File: src/rtl/data_loop_controller.sv
// data_loop_controller: sweeps the spatial tiles of one input-channel plane in
// row-major order, streaming per-word read addresses to the Winograd PE array
// and pacing tiles on the PE's tile-done. Addresses are built with adders only;
// the products needed (plane base, row stride, tile-row stride) are formed once
// when the sweep parameters are captured.
module data_loop_controller #(
   parameter int ADDR_W      = 16,
   parameter int PLANE_WORDS = 3600
) (
   input  logic              clk,
   input  logic              reset,
   input  logic              data_prepare_i,
   input  logic [7:0]        block_width_i,
   input  logic [7:0]        block_height_i,
   input  logic [3:0]        data_id_i,
   input  logic              size_type_i,
   output logic [ADDR_W-1:0] rd_addr_o,
   output logic              rd_valid_o,
   input  logic              rd_ready_i,
   output logic              rd_last_o,
   output logic [7:0]        tile_x_o,
   output logic [7:0]        tile_y_o,
   input  logic              tile_done_i,
   output logic              busy_o,
   output logic              loop_finished_o
);

   typedef enum logic [2:0] {
      ST_IDLE    = 3'd0,
      ST_ISSUE   = 3'd1,
      ST_WAIT_PE = 3'd2,
      ST_DONE    = 3'd3,
      ST_DRAIN   = 3'd4
   } state_t;

   state_t            state_r;
   logic [7:0]        width_r, height_r, tx_r, ty_r;
   logic [2:0]        tdim_r, col_r, row_r;
   logic [ADDR_W-1:0] stride_r, tile_row_stride_r, tile_step_r;
   logic [ADDR_W-1:0] tile_row_base_r, tile_base_r, row_base_r, addr_r;
   logic              valid_r, last_r, busy_r, finished_r;

   logic [7:0]        width_eff_s, height_eff_s;
   logic [2:0]        tdim_s, tdim_m1_s;
   logic [ADDR_W-1:0] stride_s, tile_row_stride_s, plane_base_s;
   logic [ADDR_W-1:0] next_row_base_s, next_tile_base_s;
   logic              col_end_s, row_end_s, row_wrap_s, last_tile_s;

   // Sweep parameters derived from the request inputs, used only at capture.
   always_comb begin
      width_eff_s       = (block_width_i == 8'd0) ? 8'd1 : block_width_i;
      height_eff_s      = (block_height_i == 8'd0) ? 8'd1 : block_height_i;
      tdim_s            = size_type_i ? 3'd4 : 3'd6;
      stride_s          = ADDR_W'(32'(width_eff_s) * 32'(tdim_s));
      tile_row_stride_s = ADDR_W'(32'(width_eff_s) * 32'(tdim_s) * 32'(tdim_s));
      plane_base_s      = ADDR_W'(32'(data_id_i) * 32'(PLANE_WORDS));
   end

   // Position flags and the start address of the following tile.
   always_comb begin
      tdim_m1_s        = tdim_r - 3'd1;
      col_end_s        = (col_r == tdim_m1_s);
      row_end_s        = (row_r == tdim_m1_s);
      row_wrap_s       = (tx_r == (width_r - 8'd1));
      last_tile_s      = row_wrap_s && (ty_r == (height_r - 8'd1));
      next_row_base_s  = tile_row_base_r + tile_row_stride_r;
      if (row_wrap_s) begin
         next_tile_base_s = next_row_base_s;
      end else begin
         next_tile_base_s = tile_base_r + tile_step_r;
      end
   end

   // Sweep state machine with all outputs held in registers.
   always_ff @(posedge clk or posedge reset) begin
      if (reset) begin
         state_r           <= ST_IDLE;
         width_r           <= 8'd0;
         height_r          <= 8'd0;
         tx_r              <= 8'd0;
         ty_r              <= 8'd0;
         tdim_r            <= 3'd0;
         col_r             <= 3'd0;
         row_r             <= 3'd0;
         stride_r          <= '0;
         tile_row_stride_r <= '0;
         tile_step_r       <= '0;
         tile_row_base_r   <= '0;
         tile_base_r       <= '0;
         row_base_r        <= '0;
         addr_r            <= '0;
         valid_r           <= 1'b0;
         last_r            <= 1'b0;
         busy_r            <= 1'b0;
         finished_r        <= 1'b0;
      end else begin
         case (state_r)
            ST_IDLE: begin
               if (data_prepare_i) begin
                  width_r           <= width_eff_s;
                  height_r          <= height_eff_s;
                  tdim_r            <= tdim_s;
                  stride_r          <= stride_s;
                  tile_row_stride_r <= tile_row_stride_s;
                  tile_step_r       <= ADDR_W'(tdim_s);
                  tile_row_base_r   <= plane_base_s;
                  tile_base_r       <= plane_base_s;
                  row_base_r        <= plane_base_s;
                  addr_r            <= plane_base_s;
                  tx_r              <= 8'd0;
                  ty_r              <= 8'd0;
                  col_r             <= 3'd0;
                  row_r             <= 3'd0;
                  last_r            <= 1'b0;
                  valid_r           <= 1'b1;
                  busy_r            <= 1'b1;
                  state_r           <= ST_ISSUE;
               end
            end
            ST_ISSUE: begin
               if (rd_ready_i) begin
                  if (col_end_s && row_end_s) begin
                     valid_r <= 1'b0;
                     last_r  <= 1'b0;
                     state_r <= ST_WAIT_PE;
                  end else if (col_end_s) begin
                     col_r      <= 3'd0;
                     row_r      <= row_r + 3'd1;
                     row_base_r <= row_base_r + stride_r;
                     addr_r     <= row_base_r + stride_r;
                     last_r     <= 1'b0;
                  end else begin
                     col_r  <= col_r + 3'd1;
                     addr_r <= addr_r + ADDR_W'(1'b1);
                     last_r <= row_end_s && (col_r == (tdim_r - 3'd2));
                  end
               end
            end
            ST_WAIT_PE: begin
               if (tile_done_i) begin
                  if (last_tile_s) begin
                     tx_r       <= 8'd0;
                     ty_r       <= 8'd0;
                     finished_r <= 1'b1;
                     state_r    <= ST_DONE;
                  end else begin
                     if (row_wrap_s) begin
                        tx_r            <= 8'd0;
                        ty_r            <= ty_r + 8'd1;
                        tile_row_base_r <= next_row_base_s;
                     end else begin
                        tx_r <= tx_r + 8'd1;
                     end
                     tile_base_r <= next_tile_base_s;
                     row_base_r  <= next_tile_base_s;
                     addr_r      <= next_tile_base_s;
                     col_r       <= 3'd0;
                     row_r       <= 3'd0;
                     last_r      <= 1'b0;
                     valid_r     <= 1'b1;
                     state_r     <= ST_ISSUE;
                  end
               end
            end
            ST_DONE: begin
               finished_r <= 1'b0;
               busy_r     <= 1'b0;
               state_r    <= ST_DRAIN;
            end
            ST_DRAIN: begin
               // The request level is still the one that started this sweep;
               // only a low level re-arms the block.
               if (!data_prepare_i) begin
                  state_r <= ST_IDLE;
               end
            end
            default: begin
               valid_r    <= 1'b0;
               last_r     <= 1'b0;
               busy_r     <= 1'b0;
               finished_r <= 1'b0;
               tx_r       <= 8'd0;
               ty_r       <= 8'd0;
               state_r    <= ST_IDLE;
            end
         endcase
      end
   end

   assign rd_addr_o       = addr_r;
   assign rd_valid_o      = valid_r;
   assign rd_last_o       = last_r;
   assign tile_x_o        = tx_r;
   assign tile_y_o        = ty_r;
   assign busy_o          = busy_r;
   assign loop_finished_o = finished_r;

endmodule
File: config.mk
export PLATFORM = sky130hd
export DESIGN_NAME = data_loop_controller
export DESIGN_NICKNAME = d
export VERILOG_FILES = /design/src/rtl/data_loop_controller.sv
export SDC_FILE = /design/constraint.sdc
export NUM_CORES = 1
export LEC_CHECK = 0
export ABC_CLOCK_PERIOD_IN_PS = 3500
export CAP_MARGIN = 40
export CORE_ASPECT_RATIO = 1.75
export CORE_UTILIZATION = 55
export CTS_CLUSTER_SIZE = 10
export DETAILED_ROUTE_END_ITERATION = 16
export PLACE_DENSITY = 0.78
export REMOVE_ABC_BUFFERS = 1
export SYNTH_ARGS = -nofsm -noshare
export SYNTH_HDL_FRONTEND = slang
export SYNTH_SLANG_ARGS = --single-unit
File: constraint.sdc
create_clock -name clk -period 3.5 [get_ports clk]
set_input_delay 0.35 -clock clk [delete_from_list [all_inputs] [get_ports clk]]
set_output_delay 0.35 -clock clk [all_outputs]
set_load 0.02 [all_outputs]
# Word-level counts from Yosys, hierarchy flattened
# Index checks and enable logic that the tools add are counted.
[classes]
muxes = 64
addsub = 12
n_reduce_logical = 24
bitwise_logic = 4
multipliers = 3
n_eq_ne = 20
[op_table]
columns = ["operator", "count"]
rows = [
  ["two-way mux 16 bit", 13],
  ["case mux 16 bit (3 select lines)", 2],
  ["two-way mux 8 bit", 9],
  ["case mux 16 bit (2 select lines)", 2],
  ["case mux 8 bit (3 select lines)", 2],
  ["two-way mux 3 bit", 14],
  ["!= test 2 bit (second input constant)", 10],
  ["case mux 3 bit (3 select lines)", 2],
  ["adder 16 x 1 -> 16 bit (second input constant)", 1],
  ["adder 16 x 11 -> 16 bit", 1],
  ["adder 16 x 14 -> 16 bit", 1],
  ["adder 16 x 3 -> 16 bit", 1],
  ["adder 8 x 1 -> 8 bit (second input constant)", 2],
  ["== test 8 bit", 2],
  ["zero test 8 bit", 2],
  ["subtractor 8 x 1 -> 8 bit (second input constant)", 2],
  ["case mux 3 bit (5 select lines)", 1],
  ["AND reduction 5 bit", 3],
  ["multiplier 11 x 3 -> 14 bit", 1],
  ["two-way mux 1 bit", 13],
  ["multiplier 4 x 8 -> 12 bit (second input constant)", 1],
  ["AND reduction 6 bit", 2],
  ["multiplier 8 x 3 -> 11 bit", 1],
  ["== test 3 bit", 3],
  ["other kinds (21)", 36],
]
[word_totals]
word_cells = 145
out_inout_bits = 36
input_bits = 26
regBits = 137

# Logic depth before layout (Yosys ltp)
# Gate-level depths: netlist of run 1.
[depth]
word_depth = 7
mapped_depth = 20
ltp_nobuf = 20

# Worst setup path before layout of run 1
# No wires, ideal clock.
[synth_timing]
path_kind = "in2reg"
from = "in size_type_i"
to = "reg tile_row_stride_r[12]"
setup_ns = 0.133
n_path_buf = 1
t_required_ns = 3.367
arrival_ns = 3.579
slack_ns = -0.212
path_stages = 16
path_cell_list = "clkbuf_1 > nor2b_1 > ha_1 > ha_1 > fa_1 > nor2b_1 > ha_1 > fa_1 > a21o_1 > a21oi_1 > o21bai_1 > a21oi_1 > o21bai_1 > a21oi_1 > xor2_1 > o21ai_0"
[synth_via]
elab_chain_len = 3
[synth_rtl]
columns = ["item", "line", "rtl"]
rows = [
  ["from (decl)", "16", "input logic size_type_i,"],
  ["two-way mux 2 bit", "53", "tdim_s = size_type_i ? 3'd4 : 3'd6;"],
  ["multiplier 8 x 3 -> 11 bit", "--", ""],
  ["via stride_s[4]", "45", "logic [ADDR_W-1:0] stride_s, tile_row_stride_s, plane_base_s;"],
  ["multiplier 11 x 3 -> 14 bit", "55", "tile_row_stride_s = ADDR_W'(32'(width_eff_s) * 32'(tdim_s) * 32'(tdim_s));"],
  ["to (signal assigned)", "104", "tile_row_stride_r <= tile_row_stride_s;"],
  ["to (decl)", "39", "logic [ADDR_W-1:0] stride_r, tile_row_stride_r, tile_step_r;"],
]
# The timed path passes the listed nets, and every way through them passes these cells.
# A chain may end at the register's enable or synchronous reset.

# Worst setup path in the final report of run 1
# Same ends and word-level chain as after synthesis.

==> results of run 1 <==
-- worst max-delay path by stage --
stage	slack, ps	endpoint
2_1_floorplan	-320	busy_o
3_3_place_gp	-770	tile_row_stride_r[12]
3_5_place_dp	-880	tile_row_stride_r[12]
4_1_cts	0.1	tile_row_stride_r[12]
5_1_grt	-100	tile_row_stride_r[12]
6_report	80	tile_row_stride_r[12]
-- flip-flops by register name, summed over array words and instances (netlist names) --
signal	flops
stride_r	9
col_r	3
busy_o	1
rd_valid_o	1
height_r	8
state_r	3
tile_y_o	8
row_r	3
tile_row_base_r	14
tile_step_r	2
tile_base_r	16
width_r	8
tile_row_stride_r	12
rd_addr_o	16
rd_last_o	1
tile_x_o	8
loop_finished_o	1
row_base_r	16
-- metal layers --
| metal | GRT usage [%] | wire length [um] | vias up |
|---|---|---|---|
| met5 | 0 | 0 | - |
| met4 | 19.0 | 1420 | 0 |
| met3 | 4.93 | 1110 | 90 |
| met2 | 55.5 | 13700 | 298 |
| met1 | 32.0 | 9770 | 4226 |
| li1 | - | - | 4173 |
-- worst max-delay path, cell delays in order --
cell           delay [ps]
dlygate4sd2_1         290
nor2b_2               210
ha_4                  230
ha_4                  170
fa_2                  560
nor2b_4               170
ha_4                  220
fa_2                  360
a21o_1                200
a21oi_2               180
o21bai_1              120
a21oi_2               160
o21bai_1               90
a21oi_2               170
xor2_1                160
o21ai_1                70
-- placed cells by master (no fill, tap or decap), types with 8 or more instances in the layout --
| cell type | Yosys | routed |
|---|---|---|
| nor3_1 | 22 | 20 |
| buf_4 | 1 | 70 |
| and2_1 | 17 | 17 |
| a211oi_1 | 12 | 11 |
| o21bai_1 | 17 | 17 |
| a21oi_2 | 1 | 10 |
| o21ai_0 | 102 | 99 |
| a21o_1 | 20 | 20 |
| o31ai_1 | 10 | 10 |
| xnor2_1 | 53 | 50 |
| a21oi_1 | 62 | 53 |
| inv_1 | 42 | 39 |
| a31oi_1 | 27 | 27 |
| and3_1 | 17 | 17 |
| ha_1 | 69 | 62 |
| nor2_1 | 90 | 89 |
| mux2_2 | 9 | 9 |
| o21a_1 | 8 | 8 |
| xor2_1 | 22 | 22 |
| nand3_1 | 25 | 25 |
| nand2b_1 | 17 | 16 |
| nand2_1 | 173 | 173 |
| clkbuf_16 | 0 | 17 |
| mux2i_1 | 9 | 9 |
| nor2b_1 | 16 | 13 |
| clkdlybuf4s50_1 | 0 | 52 |
| a22o_1 | 8 | 8 |
| dfrtp_1 | 130 | 130 |
-- metrics by stage --
step / util (%) / hold WS (ps) / total power, mW
6_report: 68.1 / 282 / 10.9
5_1_grt: 68.1 / 306 / 11.7
4_1_cts: 67.3 / 401 / 10.8
3_5_place_dp: 62.9 / 471 / 8.69
3_3_place_gp: 62.9 / 462 / 8.53
2_1_floorplan: - / 452 / 6.70
-- area by class of cell --
| type | count | area [sq um] |
|---|---|---|
| inverters | 42 | 160 |
| repair buffers | 134 | 1180 |
| clock inverters | 12 | 204 |
| multi-input cells | 898 | 6010 |
| fillers | 1328 | 5410 |
| flip-flops and latches | 130 | 3250 |
| clock buffers | 20 | 447 |
| well taps | 227 | 284 |
-- Yosys cell counts (3+ instances only) --
master	n
mux2_2	9
o31ai_1	10
nand2_1	173
a22o_1	8
nor2b_1	16
buf_2	9
a211oi_1	12
xor2_1	22
o21ai_0	102
ha_1	69
nand3_1	25
nor2_1	90
nand3b_1	4
dfrtp_1	130
and2_1	17
fa_1	8
a21o_1	20
nor3_1	22
buf_6	6
o21bai_1	17
a211o_1	6
and3_1	17
o211ai_1	6
mux2i_1	9
a31oi_1	27
inv_1	42
nor4_1	6
a2bb2oi_1	3
nand4_1	5
nand2b_1	17
clkbuf_1	34
o22a_1	3
xnor2_1	53
o21ai_1	3
o21a_1	8
a21oi_1	62
-- kinds of logic after synthesis --
| group | after synthesis |
|---|---|
| xor+xnor | 75 |
| buf+inv | 93 |
| compound gates | 320 |
| simple gates | 408 |
| mux | 18 |
| flops | 130 |
| fa+ha+maj | 77 |
-- power by group --
group	switching (mW)	internal (mW)
combinational	3.61	2.56
clock	0.712	1.28
sequential	0.660	2.10
total	4.98	5.95
-- timing repair --
| item | in CTS | in global routing |
|---|---|---|
| pin swaps | 17 | 22 |
| setup endpoints to repair | 6 | 5 |
| gates resized for setup | 27 | 29 |
| setup buffers | 3 | 5 |
==> results.yml, run 1 <==
outcome:
  status: "finished, final reports clean"
worst_hold_path:
  whs_path_depth: 4
  hp-class: "in -> reg"
  min_from: "block_width_i[2]"
  holdPathEnd: "width_r[2]"
cts:
  cts_buffers: 17
  clockRootBuffer: "clkbuf_16"
  cts_tree: "built"
  clockBufferDepth: 2
  clk_latency_ps: 440
  cts_max_level: 4
  cts_hold_buf: 0
  clk_pin_slew_ps: 60
  clock_sinks: 130
synth:
  yosysSeqAreaShare_pct: 34.3
  synth-edff-count: 0
  synth_area_per_cell_sq_um: 8.47
  async_flop_share_pct: 100
  synthXorXnorAreaFrac_pct: 6.92
  ys_ff_latch: 130
  syn_area_sq_um: 9490
  ys.flop_type: "dfrtp_1"
  yosys-top-cells-area: "dfrtp_1 (34%), ha_1 (9.1%), nand2_1 (6.8%)"
  synth.area.mux_share_pct: 2.02
  yosysTopAreaCell: "dfrtp_1"
  synth_top_family_by_area: "compound AO/OA/AOI/OAI gates"
  yosys.area_share.simple_pct: 19.8
  syn_inst: 1121
  synth_compound_area_share_pct: 21.9
  yosys_warnings: 0
  synth_cell_type_count: 76
  synth_top_area_share_pct: 34.3
  synth_adder_area_share_pct: 10.8
placement:
  dp_slack_ps: -885
  dpl_cell_area_sq_um: 10700
  place_inst: 1423
  io_buffers: 61
  hpwl_um: 18900
  gp_congestion: 0.936
setup_path:
  timing.rr.end: "rd_addr_o[4]"
  crit_start: "size_type_i"
  crit_fanout: 3
  critical_path.startpoint_type: "input port"
  critical_path_required_ps: 3800
  rrSetupSlack_ps: 130
  r2r_cells: 10
  cp.arrival_ps: 3720
  timing.rr.start: "width_r[0]"
  worst_setup_path_end_kind: "flop"
  critPathKind: "in -> reg"
drt:
  ant_nets: 0
  drc: 0
  drt_first_pass_iters: 7
  routed_wl_um: 26000
  vias: 8787
  post_drt_wl_per_cell_um: 17.8
  vias_per_cell: 6.01
  first_iter_violations: 620
layout:
  drive_above_1_share_pct: 13.3
  stdcell_count: 1463
  num_antenna_cells: 0
  area_growth_pct: 21.6
  final_nets: 1326
  final_area_sq_um: 11500
sta:
  max_clock_freq_mhz: 292
  finalCritPeriodShare_pct: 97.8
  slew_headroom_pct: 49.2
  finalSetupViolCount: 0
  finalHoldViolCount: 0
  skew_ps: 9.42
  setup_tns_ps: 0
  period_needed_ps: 3420
  layout_setup_ws_ps: 75.7
  final_max_slew_viol_count: 0
  worstMarginPinSlew_ps: 759
floorplan:
  core-area_sq_um: 16900
  dieArea_sq_um: 17800
  die_x_um: 101
  row_count: 63
  die_y_um: 176
  boundaryPins: 62
  start_util_pct: 56.0
power:
  vdd_drop_max_mv: 0.471
  p_leak_nw: 5.29
  power_density_nw_per_um2: 947
global_route:
  grt_pass1_vias: 8889
  grt.overflow.total: 0
  grt_max_degree: 53
  antenna_found_initial: 0
  grt_pass1_wl_um: 42200
  grtUsageTotal_pct: 30.6
job:
  drv_cap: 0
Power figures use the tool's default switching activity.
==> inputs of run 2 (changes only) <==
Settings changed: CTS_CLUSTER_DIAMETER set to 60, PLACE_DENSITY 0.78 to 0.79.
==> run 2 against run 1 <==
Non-clock buffer count rose by 5. Sequential power barely moved. Critical path depth fell by 5. Worst setup slack improved by 44 ps. Combinational power fell by 1%. Core utilization barely moved. Via count rose by 0.93%. Count of clock-buffer cells in the layout fell by 1. Largest cell class unchanged.
==> results.yml, run 2 (synthesis gave the netlist of run 1 again) <==
drt:
  drc: 0
  vias: 8869
  post_drt_wl_per_cell_um: 17.7
  vias_per_cell: 6.05
  routed_wl_um: 25900
  ant_nets: 0
  first_iter_violations: 594
  drt_first_pass_iters: 6
outcome:
  status: "finished, final reports clean"
placement:
  gp_congestion: 0.920
  dp_slack_ps: -855
  hpwl_um: 18900
  io_buffers: 61
layout:
  final_common_cell: "nand2_1"
  fill_cells: 1338
  final_nets: 1331
  register_area_sq_um: 3250
  final_cell_mix: "nand2_1 (173), dfrtp_1 (130), o21ai_0 (101)"
  num_antenna_cells: 0
  multi_input_area_sq_um: 5990
  area_growth_pct: 21.5
  post-route-util_pct: 68.1
  drive_above_1_share_pct: 13.3
power:
  p_comb_share_pct: 56.4
  sequentialPowerShare_pct: 25.6
  switching_share_pct: 45.5
  power_mw: 10.8
  clockPowerShare_pct: 17.9
  p_leak_nw: 5.29
  vdd_drop_max_mv: 0.475
  power_density_nw_per_um2: 937
  power_switching_mw: 4.92
  p_int_mw: 5.89
setup_path:
  critical_path_required_ps: 3810
  worst_setup_path_end_kind: "flop"
  worst-path-buf-inv: 2
  cp_top_family: "compound AO/OA/AOI/OAI gates"
  critical_path.startpoint_type: "flop"
  crit_chain: "inv_1 > ha_1 > xnor2_1 > xnor2_1 > or4_1 > a211o_1 > buf_12 > o21ai_0 > a2bb2oi_1 > o21ai_0 > o22a_1"
  crit_fanout: 23
  crit_slowest_cell: "or4_1"
  rrSetupSlack_ps: 120
  cp.arrival_ps: 3690
  critPathKind: "reg -> reg"
  slowest_delay_ps: 530
floorplan:
  boundaryPins: 62
  row_count: 63
  die_y_um: 176
  start_util_pct: 56.0
  dieArea_sq_um: 17800
  core-area_sq_um: 16900
  die_x_um: 101
global_route:
  grt_max_degree: 54
  antenna_found_initial: 0
  grt_pass1_wl_um: 42100
  grtUsageTotal_pct: 30.5
  grt.overflow.total: 0
  grt_pass1_vias: 8996
sta:
  skew_ps: 11.4
  setup_tns_ps: 0
  finalSetupViolCount: 0
  max_clock_freq_mhz: 296
  final_max_slew_viol_count: 0
  period_needed_ps: 3380
  rsz0062_at_grt: "no"
  slew_headroom_pct: 56.2
  finalCritPeriodShare_pct: 96.6
  finalHoldViolCount: 0
  worstMarginPinSlew_ps: 657
  layout_setup_ws_ps: 119
cts:
  cts_hold_buf: 0
  cts_tree: "built"
  clock_sinks: 130
  clockRootBuffer: "clkbuf_16"
  clockBufferDepth: 2
  cts_max_level: 4
  clk_latency_ps: 430
  cts_buffers: 17
  clk_pin_slew_ps: 60
job:
  drv_cap: 0
worst_hold_path:
  hp-class: "in -> reg"
[run 2: metrics by stage]
stage / instance area, sq um / std cells / hold slack (ps)
6_report: 11500 / 1467 / 261
5_1_grt: 11500 / 1467 / 297
4_1_cts: 11400 / 1462 / 398
3_5_place_dp: 10700 / 1426 / 470
3_3_place_gp: 10700 / 1424 / 463
2_1_floorplan: 9240 / 1070 / 452
[run 2: final cells by class]
type,count,share of cell area (%)
inverter,42,1.39
tap,227,2.46
clock buffer,19,3.93
multi-input combinational,898,52.0
timing repair buffer,139,10.5
clock inverter,12,1.57
sequential,130,28.2
[run 2: power groups by stage]
stage | Clock [mW] | Sequential [mW] | Combinational, mW
4_1_cts | 1.94 | 2.75 | 5.96
3_3_place_gp | 0 | 2.74 | 5.71
5_1_grt | 2.01 | 2.84 | 6.72
6_report | 1.94 | 2.77 | 6.10
2_1_floorplan | 0 | 2.70 | 4.00
3_5_place_dp | 0 | 2.76 | 5.88
[run 2: worst paths after layout]
check                                           end               start  cells after the start
worst min register to register   tile_row_base_r[5]  tile_row_base_r[5]                      1
max in group asynchronous       tile_row_base_r[15]               reset                      3
worst max-delay path                   rd_addr_o[5]          width_r[0]                     11
worst max register to register         rd_addr_o[5]          width_r[0]                     11
min in group asynchronous                width_r[2]               reset                      2
worst min-delay path                     width_r[6]    block_width_i[6]                      4
[run 2: worst register-to-register path, cell delays in order, from the launching register on]
cell	delay [ps]
dfrtp_1	450
inv_1	70
ha_1	250
xnor2_1	160
xnor2_1	130
or4_1	530
a211o_1	430
buf_12	250
o21ai_0	260
a2bb2oi_1	360
o21ai_0	160
o22a_1	220
[run 2: layer usage]
layer / share of wire (%) / global-route usage (%) / up-vias
met5: 0 / 0 / -
met4: 5.6 / 20.8 / 0
met3: 3.9 / 3.62 / 102
met2: 53 / 55.1 / 300
met1: 37 / 32.2 / 4285
li1: - / - / 4182
[run 2: repair_timing]
action | in CTS | in global routing
pin swaps | 18 | 23
buffers inserted | 5 | 5
endpoints found under the setup margin | 5 | 5
gates resized for setup | 24 | 25
==> inputs of run 3 (changes only) <==
Settings changed: HOLD_SLACK_MARGIN set to 0.06.
==> results of run 3 <==
The final DEF is identical to that of run 2; final timing and power are the same.
